$ cat config.mk
export PLATFORM = sky130hd
export DESIGN_NAME = mips_multicycle_ctrl
export DESIGN_NICKNAME = d
export VERILOG_FILES = /design/src/rtl/mips_multicycle_ctrl.sv
export SDC_FILE = /design/constraint.sdc
export NUM_CORES = 1
export LEC_CHECK = 0
export ABC_AREA = 1
export BUFFER_PORTS_ARGS = -buffer_cell sky130_fd_sc_hd__buf_2
export CORE_MARGIN = 10
export CORE_UTILIZATION = 55
export CTS_CLUSTER_SIZE = 25
export DETAILED_ROUTE_END_ITERATION = 12
export PLACE_DENSITY = 0.89
export SKIP_LAST_GASP = 1
export SYNTH_ARGS = -nofsm -noshare
export SYNTH_HDL_FRONTEND = slang
export SYNTH_SLANG_ARGS = --single-unit
$ cat constraint.sdc
create_clock -name clk -period 2.1 [get_ports clk]
set_input_delay 0.21 -clock clk [delete_from_list [all_inputs] [get_ports clk]]
set_output_delay 0.21 -clock clk [all_outputs]
set_load 0.03 [all_outputs]
$ cat src/rtl/mips_multicycle_ctrl.sv
// Multicycle MIPS control FSM: sequences fetch/decode/execute steps around the shared ALU.
// Moore outputs are registered from the next state; MemReady/Zero gating is applied at the pins.
module mips_multicycle_ctrl #(
    parameter bit MUL_EN = 1'b1
) (
    input  logic       clk,
    input  logic       rst_n,
    input  logic [5:0] op_i,
    input  logic [5:0] funct_i,
    input  logic       zero_i,
    input  logic       mem_ready_i,
    output logic       iord_o,
    output logic       mem_write_o,
    output logic       ir_write_o,
    output logic       reg_dst_o,
    output logic       mem_to_reg_o,
    output logic       reg_write_o,
    output logic       alu_src_a_o,
    output logic [1:0] alu_src_b_o,
    output logic [2:0] alu_control_o,
    output logic [1:0] pc_src_o,
    output logic       pc_en_o,
    output logic       instr_done_o,
    output logic       illegal_op_o
);
    typedef enum logic [3:0] {
        StFetch, StDecode, StMemAdr, StMemRead, StMemWb, StMemWrite,
        StExecute, StAluWb, StBranch, StAddiEx, StAddiWb, StJump
    } state_e;

    localparam logic [2:0] AluAdd = 3'b010;
    localparam logic [2:0] AluSub = 3'b100;
    localparam logic [2:0] AluAnd = 3'b000;
    localparam logic [2:0] AluOr  = 3'b001;
    localparam logic [2:0] AluSlt = 3'b110;
    localparam logic [2:0] AluMul = 3'b101;

    localparam logic [5:0] OpR    = 6'b000000;
    localparam logic [5:0] OpLw   = 6'b100011;
    localparam logic [5:0] OpSw   = 6'b101011;
    localparam logic [5:0] OpBeq  = 6'b000100;
    localparam logic [5:0] OpAddi = 6'b001000;
    localparam logic [5:0] OpJ    = 6'b000010;

    typedef struct packed {
        logic       iord;
        logic       mem_write;
        logic       reg_dst;
        logic       mem_to_reg;
        logic       reg_write;
        logic       alu_src_a;
        logic [1:0] alu_src_b;
        logic [2:0] alu_control;
        logic [1:0] pc_src;
        logic       pc_write;
        logic       branch;
        logic       done;
        logic       fetch;
        logic       decode;
        logic       execute;
        logic       mem_wr_st;
    } ctrl_t;

    function automatic ctrl_t state_ctrl(input state_e s);
        ctrl_t c;
        c = '0;
        c.alu_control = AluAdd;
        case (s)
            StFetch:    begin c.alu_src_b = 2'b01; c.fetch = 1'b1; end
            StDecode:   begin c.alu_src_b = 2'b11; c.decode = 1'b1; end
            StMemAdr:   begin c.alu_src_a = 1'b1; c.alu_src_b = 2'b10; end
            StMemRead:  c.iord = 1'b1;
            StMemWb:    begin c.reg_write = 1'b1; c.mem_to_reg = 1'b1; c.done = 1'b1; end
            StMemWrite: begin c.iord = 1'b1; c.mem_write = 1'b1; c.mem_wr_st = 1'b1; end
            StExecute:  begin c.alu_src_a = 1'b1; c.execute = 1'b1; end
            StAluWb:    begin c.reg_write = 1'b1; c.reg_dst = 1'b1; c.done = 1'b1; end
            StBranch: begin
                c.alu_src_a   = 1'b1;
                c.alu_control = AluSub;
                c.pc_src      = 2'b01;
                c.branch      = 1'b1;
                c.done        = 1'b1;
            end
            StAddiEx:   begin c.alu_src_a = 1'b1; c.alu_src_b = 2'b10; end
            StAddiWb:   begin c.reg_write = 1'b1; c.done = 1'b1; end
            StJump:     begin c.pc_src = 2'b10; c.pc_write = 1'b1; c.done = 1'b1; end
            default:    ;
        endcase
        return c;
    endfunction

    // {legal, alu code} for an R-type funct field
    function automatic logic [3:0] funct_decode(input logic [5:0] f);
        case (f)
            6'b100000: return {1'b1, AluAdd};
            6'b100010: return {1'b1, AluSub};
            6'b100100: return {1'b1, AluAnd};
            6'b100101: return {1'b1, AluOr};
            6'b101010: return {1'b1, AluSlt};
            6'b011000: return {MUL_EN, AluMul};
            default:   return {1'b0, AluAdd};
        endcase
    endfunction

    state_e     state_q, state_d;
    ctrl_t      ctrl_q;
    logic       is_sw_q, is_sw_d;
    logic [3:0] funct_dec;
    logic       op_legal;

    assign funct_dec = funct_decode(funct_i);

    always_comb begin
        op_legal = 1'b0;
        case (op_i)
            OpR:                              op_legal = funct_dec[3];
            OpLw, OpSw, OpBeq, OpAddi, OpJ:   op_legal = 1'b1;
            default:                          op_legal = 1'b0;
        endcase
    end

    always_comb begin
        state_d = StFetch;
        is_sw_d = is_sw_q;
        unique case (state_q)
            StFetch:    state_d = mem_ready_i ? StDecode : StFetch;
            StDecode: begin
                is_sw_d = (op_i == OpSw);
                case (op_i)
                    OpLw, OpSw: state_d = StMemAdr;
                    OpR:        state_d = funct_dec[3] ? StExecute : StFetch;
                    OpBeq:      state_d = StBranch;
                    OpAddi:     state_d = StAddiEx;
                    OpJ:        state_d = StJump;
                    default:    state_d = StFetch;
                endcase
            end
            StMemAdr:   state_d = is_sw_q ? StMemWrite : StMemRead;
            StMemRead:  state_d = mem_ready_i ? StMemWb : StMemRead;
            StMemWrite: state_d = mem_ready_i ? StFetch : StMemWrite;
            StExecute:  state_d = StAluWb;
            StAddiEx:   state_d = StAddiWb;
            default:    state_d = StFetch;
        endcase
    end

    always_ff @(posedge clk or negedge rst_n) begin
        if (!rst_n) begin
            state_q <= StFetch;
            ctrl_q  <= state_ctrl(StFetch);
            is_sw_q <= 1'b0;
        end else begin
            state_q <= state_d;
            ctrl_q  <= state_ctrl(state_d);
            is_sw_q <= is_sw_d;
        end
    end

    // FETCH strobes are masked by rst_n so nothing loads while reset is held
    assign ir_write_o    = ctrl_q.fetch & mem_ready_i & rst_n;
    assign pc_en_o       = ((ctrl_q.fetch & mem_ready_i) | ctrl_q.pc_write
                           | (ctrl_q.branch & zero_i)) & rst_n;
    assign iord_o        = ctrl_q.iord;
    assign mem_write_o   = ctrl_q.mem_write;
    assign reg_dst_o     = ctrl_q.reg_dst;
    assign mem_to_reg_o  = ctrl_q.mem_to_reg;
    assign reg_write_o   = ctrl_q.reg_write;
    assign alu_src_a_o   = ctrl_q.alu_src_a;
    assign alu_src_b_o   = ctrl_q.alu_src_b;
    assign alu_control_o = ctrl_q.execute ? funct_dec[2:0] : ctrl_q.alu_control;
    assign pc_src_o      = ctrl_q.pc_src;
    assign instr_done_o  = ctrl_q.done | (ctrl_q.mem_wr_st & mem_ready_i);
    assign illegal_op_o  = ctrl_q.decode & ~op_legal;

endmodule

==> impl_metrics.csv <==
group,metric,value,unit
status,run_status,"finished, final reports clean",
pwr,cellPowerDensity,879,nW/um^2
clock_network,post-cts-setup-buffer-count,0,
cells_and_area,nets,212,
timing,finalSetupTns,0,ns
timing,relSlewSlack,0.830,
die,die-area,4650,um^2
setup_path,crit_path_start_kind,"flip-flop",
clock_network,clockRootBuffer,"clkbuf_4",
die,start_util,0.577,
setup_path,crit_path_end_kind,"flip-flop",
setup_path,cp.depth,9,
placed_design,port_buffers,32,
die,core_area,2210,um^2
job,maxCapViolCount,0,
synthesis,ys_seq_area_frac,0.414,
setup_path,cp_max_fo,6,
global_routing,grt_pass1_wl,4870,um
pwr,finalPower,1.31,mW
timing,setup_ws,0.521,ns
cells_and_area,instances_no_fill,223,
detailed_routing,dr.first_iter.drc_count,67,
synthesis,ys_seq_elements,21,
die,num_rows,17,
global_routing,grt.overflow.total,0,
detailed_routing,firstDrtPassIters,4,
synthesis,synth.distinct_cells,27,
cells_and_area,final_common_cell,"buf_2",
placed_design,dp_hpwl,2390,um
setup_path,crit_end,"alu_src_b_o[1]$_DFF_PN0_",
placed_design,dp_cells,218,
setup_path,crit_path_start,"state_q[0]$_DFF_PN0_",
cells_and_area,final_cell_mix,"buf_2, nor2_1, nand2_1, inv_1, dfrtp_1",
setup_path,ff2ff_setup_slack,0.52,ns
timing,slew_violations,0,
timing,skew,0.00161,ns
setup_path,reg2reg_depth,9,
setup_path,critPathBufInv,0,
timing,rsz0062_at_grt,"no",
setup_path,cp_cell_sequence,"nor2_1 > nand2_1 > nand3_1 > nor2_1 > nand2_2 > nand3_2 > nor2_2 > nor2_2 > nand2_1",
detailed_routing,routed-via-count,1141,
timing,setup_violations,0,
setup_path,cpLargestDelayFamily,"simple AND/OR/NAND/NOR gates",
setup_path,worstReg2RegStart,"state_q[0]$_DFF_PN0_",
timing,tightestPinTransition,0.254,ns
setup_path,max_stage_delay,0.49,ns
placed_design,gp_congestion,0.892,
setup_path,crit_slowest_cell,"dfrtp_1",
global_routing,grt_max_degree,22,
synthesis,syn-cell-area,1280,um^2
die,die_w,68.2,um
synthesis,ys_warn_count,0,
worst_hold_path,min_path_type,"input pin to flip-flop",
detailed_routing,viasPerCell,5.12,
cells_and_area,n_fill_cell,179,
clock_network,cts_max_path_buffers,2,
global_routing,grt_util_all_layers,0.134,
detailed_routing,routedWlPerCell,13.2,um
clock_network,cts_tree,"built",
setup_path,path_class,"flip-flop to flip-flop",
synthesis,async_reset_ff_frac,1.00,
clock_network,clock_latency,0.30,ns
timing,period_needed,1.58,ns
setup_path,r2r_end,"alu_src_b_o[1]$_DFF_PN0_",
cells_and_area,diodes,0,
setup_path,crit_required,2.30,ns
clock_network,hold_buffers,1,
clock_network,clock_sinks,21,
synthesis,synth_edf_count,0,
setup_path,crit_arrival,1.78,ns
pwr,max-vdd-ir-drop,574,uV
timing,max_freq,633,MHz
synthesis,synth_cells,161,
detailed_routing,wirelength,2950,um
timing,fin_crit_sh,0.752,
global_routing,antenna_found_initial,0,
timing,hold_violations,0,
detailed_routing,drcViolationCount,0,
synthesis,synth_fp_nets,177,
die,die_y,68.2,um
cells_and_area,drive_above_1_share,0.354,
clock_network,cts_made_buffers,3,
synthesis,synth_area_per_cell,7.93,um^2
die,io_pins,33,
clock_network,post_cts_resized,0,
global_routing,grt_pass1_vias,1124,
clock_network,htreeDepth,1,
detailed_routing,final_antenna_net_count,0,
pwr,p_leak,0.848,nW
cells_and_area,syn_to_final_growth,16.5,%
placed_design,preCtsSetupSlack,0.565,ns
synthesis,ys_dominant_reg_cell,"dfrtp_1",
clock_network,clkTransAtPathRegs,0.11,ns
## sequential cells by signal, indices dropped and copies added, names as in the netlist
register	flops
ctrl_q	7
state_q	4
alu_src_b_o	2
pc_src_o	2
alu_src_a_o	1
iord_o	1
is_sw_q	1
mem_to_reg_o	1
reg_dst_o	1
reg_write_o	1
## per-layer routing
metal  GRT usage  share of wire  vias to the layer above
met5           0              0                        -
met4      0.0503          0.015                        0
met3      0.0343          0.072                        8
met2       0.253           0.52                       26
met1       0.139           0.39                      527
li1            -              -                      580
## cell families after synthesis
group	Yosys count	synth area share
flops	21	0.414
compound gates	12	0.0686
simple gates	95	0.405
buf+inv	33	0.113
## worst register-to-register path: stages (launching register included)
cell and delay (ns):
dfrtp_1 0.49, nor2_1 0.13, nand2_1 0.12, nand3_1 0.09, nor2_1 0.16, nand2_2 0.12, nand3_2 0.13, nor2_2 0.05
nor2_2 0.13, nand2_1 0.06
## Yosys cell counts, types with 2 or more instances
cell type  count  area, um^2
dfstp_2        3        78.8
a31oi_1        2        12.5
nand3_4        2        35.0
buf_4          4        30.0
nor2_4         4        45.0
nor2_1        27         101
nand2_1       25        93.8
nor2_2         6        37.5
nand3_1       13        65.1
nand2_2        3        18.8
nand4_1        6        37.5
nand2_4        2        22.5
inv_1         24        90.1
nor3_1         2        10.0
dfrtp_1       18         450
a21oi_1        3        15.0
inv_2          4        15.0
nand3_2        4        40.0
## cell type report
type	count	area [um^2]	area share
clock inverter	1	5.00	0.00336
inverter	29	114	0.0765
clock buffer	3	22.5	0.0151
multi-input combinational	107	604	0.406
timing repair buffer	34	178	0.119
sequential	21	529	0.356
tap	28	35.0	0.0235
## report_power, final
part | total [mW] | internal [mW] | switching [mW]
Clock | 0.189 | 0.0710 | 0.118
Combinational | 0.580 | 0.167 | 0.413
Sequential | 0.538 | 0.488 | 0.0494
## worst min-delay path by stage
stage                startpoint                     end  depth (start not counted)
finish                  op_i[2]     is_sw_q$_DFFE_PN0P_                          4
global route        mem_ready_i  mem_to_reg_o$_DFF_PN0_                          3
CTS                 mem_ready_i     ctrl_q[2]$_DFF_PN0_                          3
detailed placement        rst_n     ctrl_q[6]$_DFF_PN0_                          2
global placement          rst_n     ctrl_q[6]$_DFF_PN0_                          2
floorplan                 rst_n   alu_src_a_o$_DFF_PN0_                          0
## per-stage QoR
stage | utilization | instance area (um^2) | hold WS [ns]
global route | 0.673 | 1490 | 0.263
finish | 0.673 | 1490 | 0.256
CTS | 0.673 | 1490 | 0.246
detailed placement | 0.656 | 1450 | 0.202
global placement | 0.656 | 1450 | 0.196
floorplan | - | 1280 | -0.0856
No activity file was read; power rests on OpenSTA's default activity.
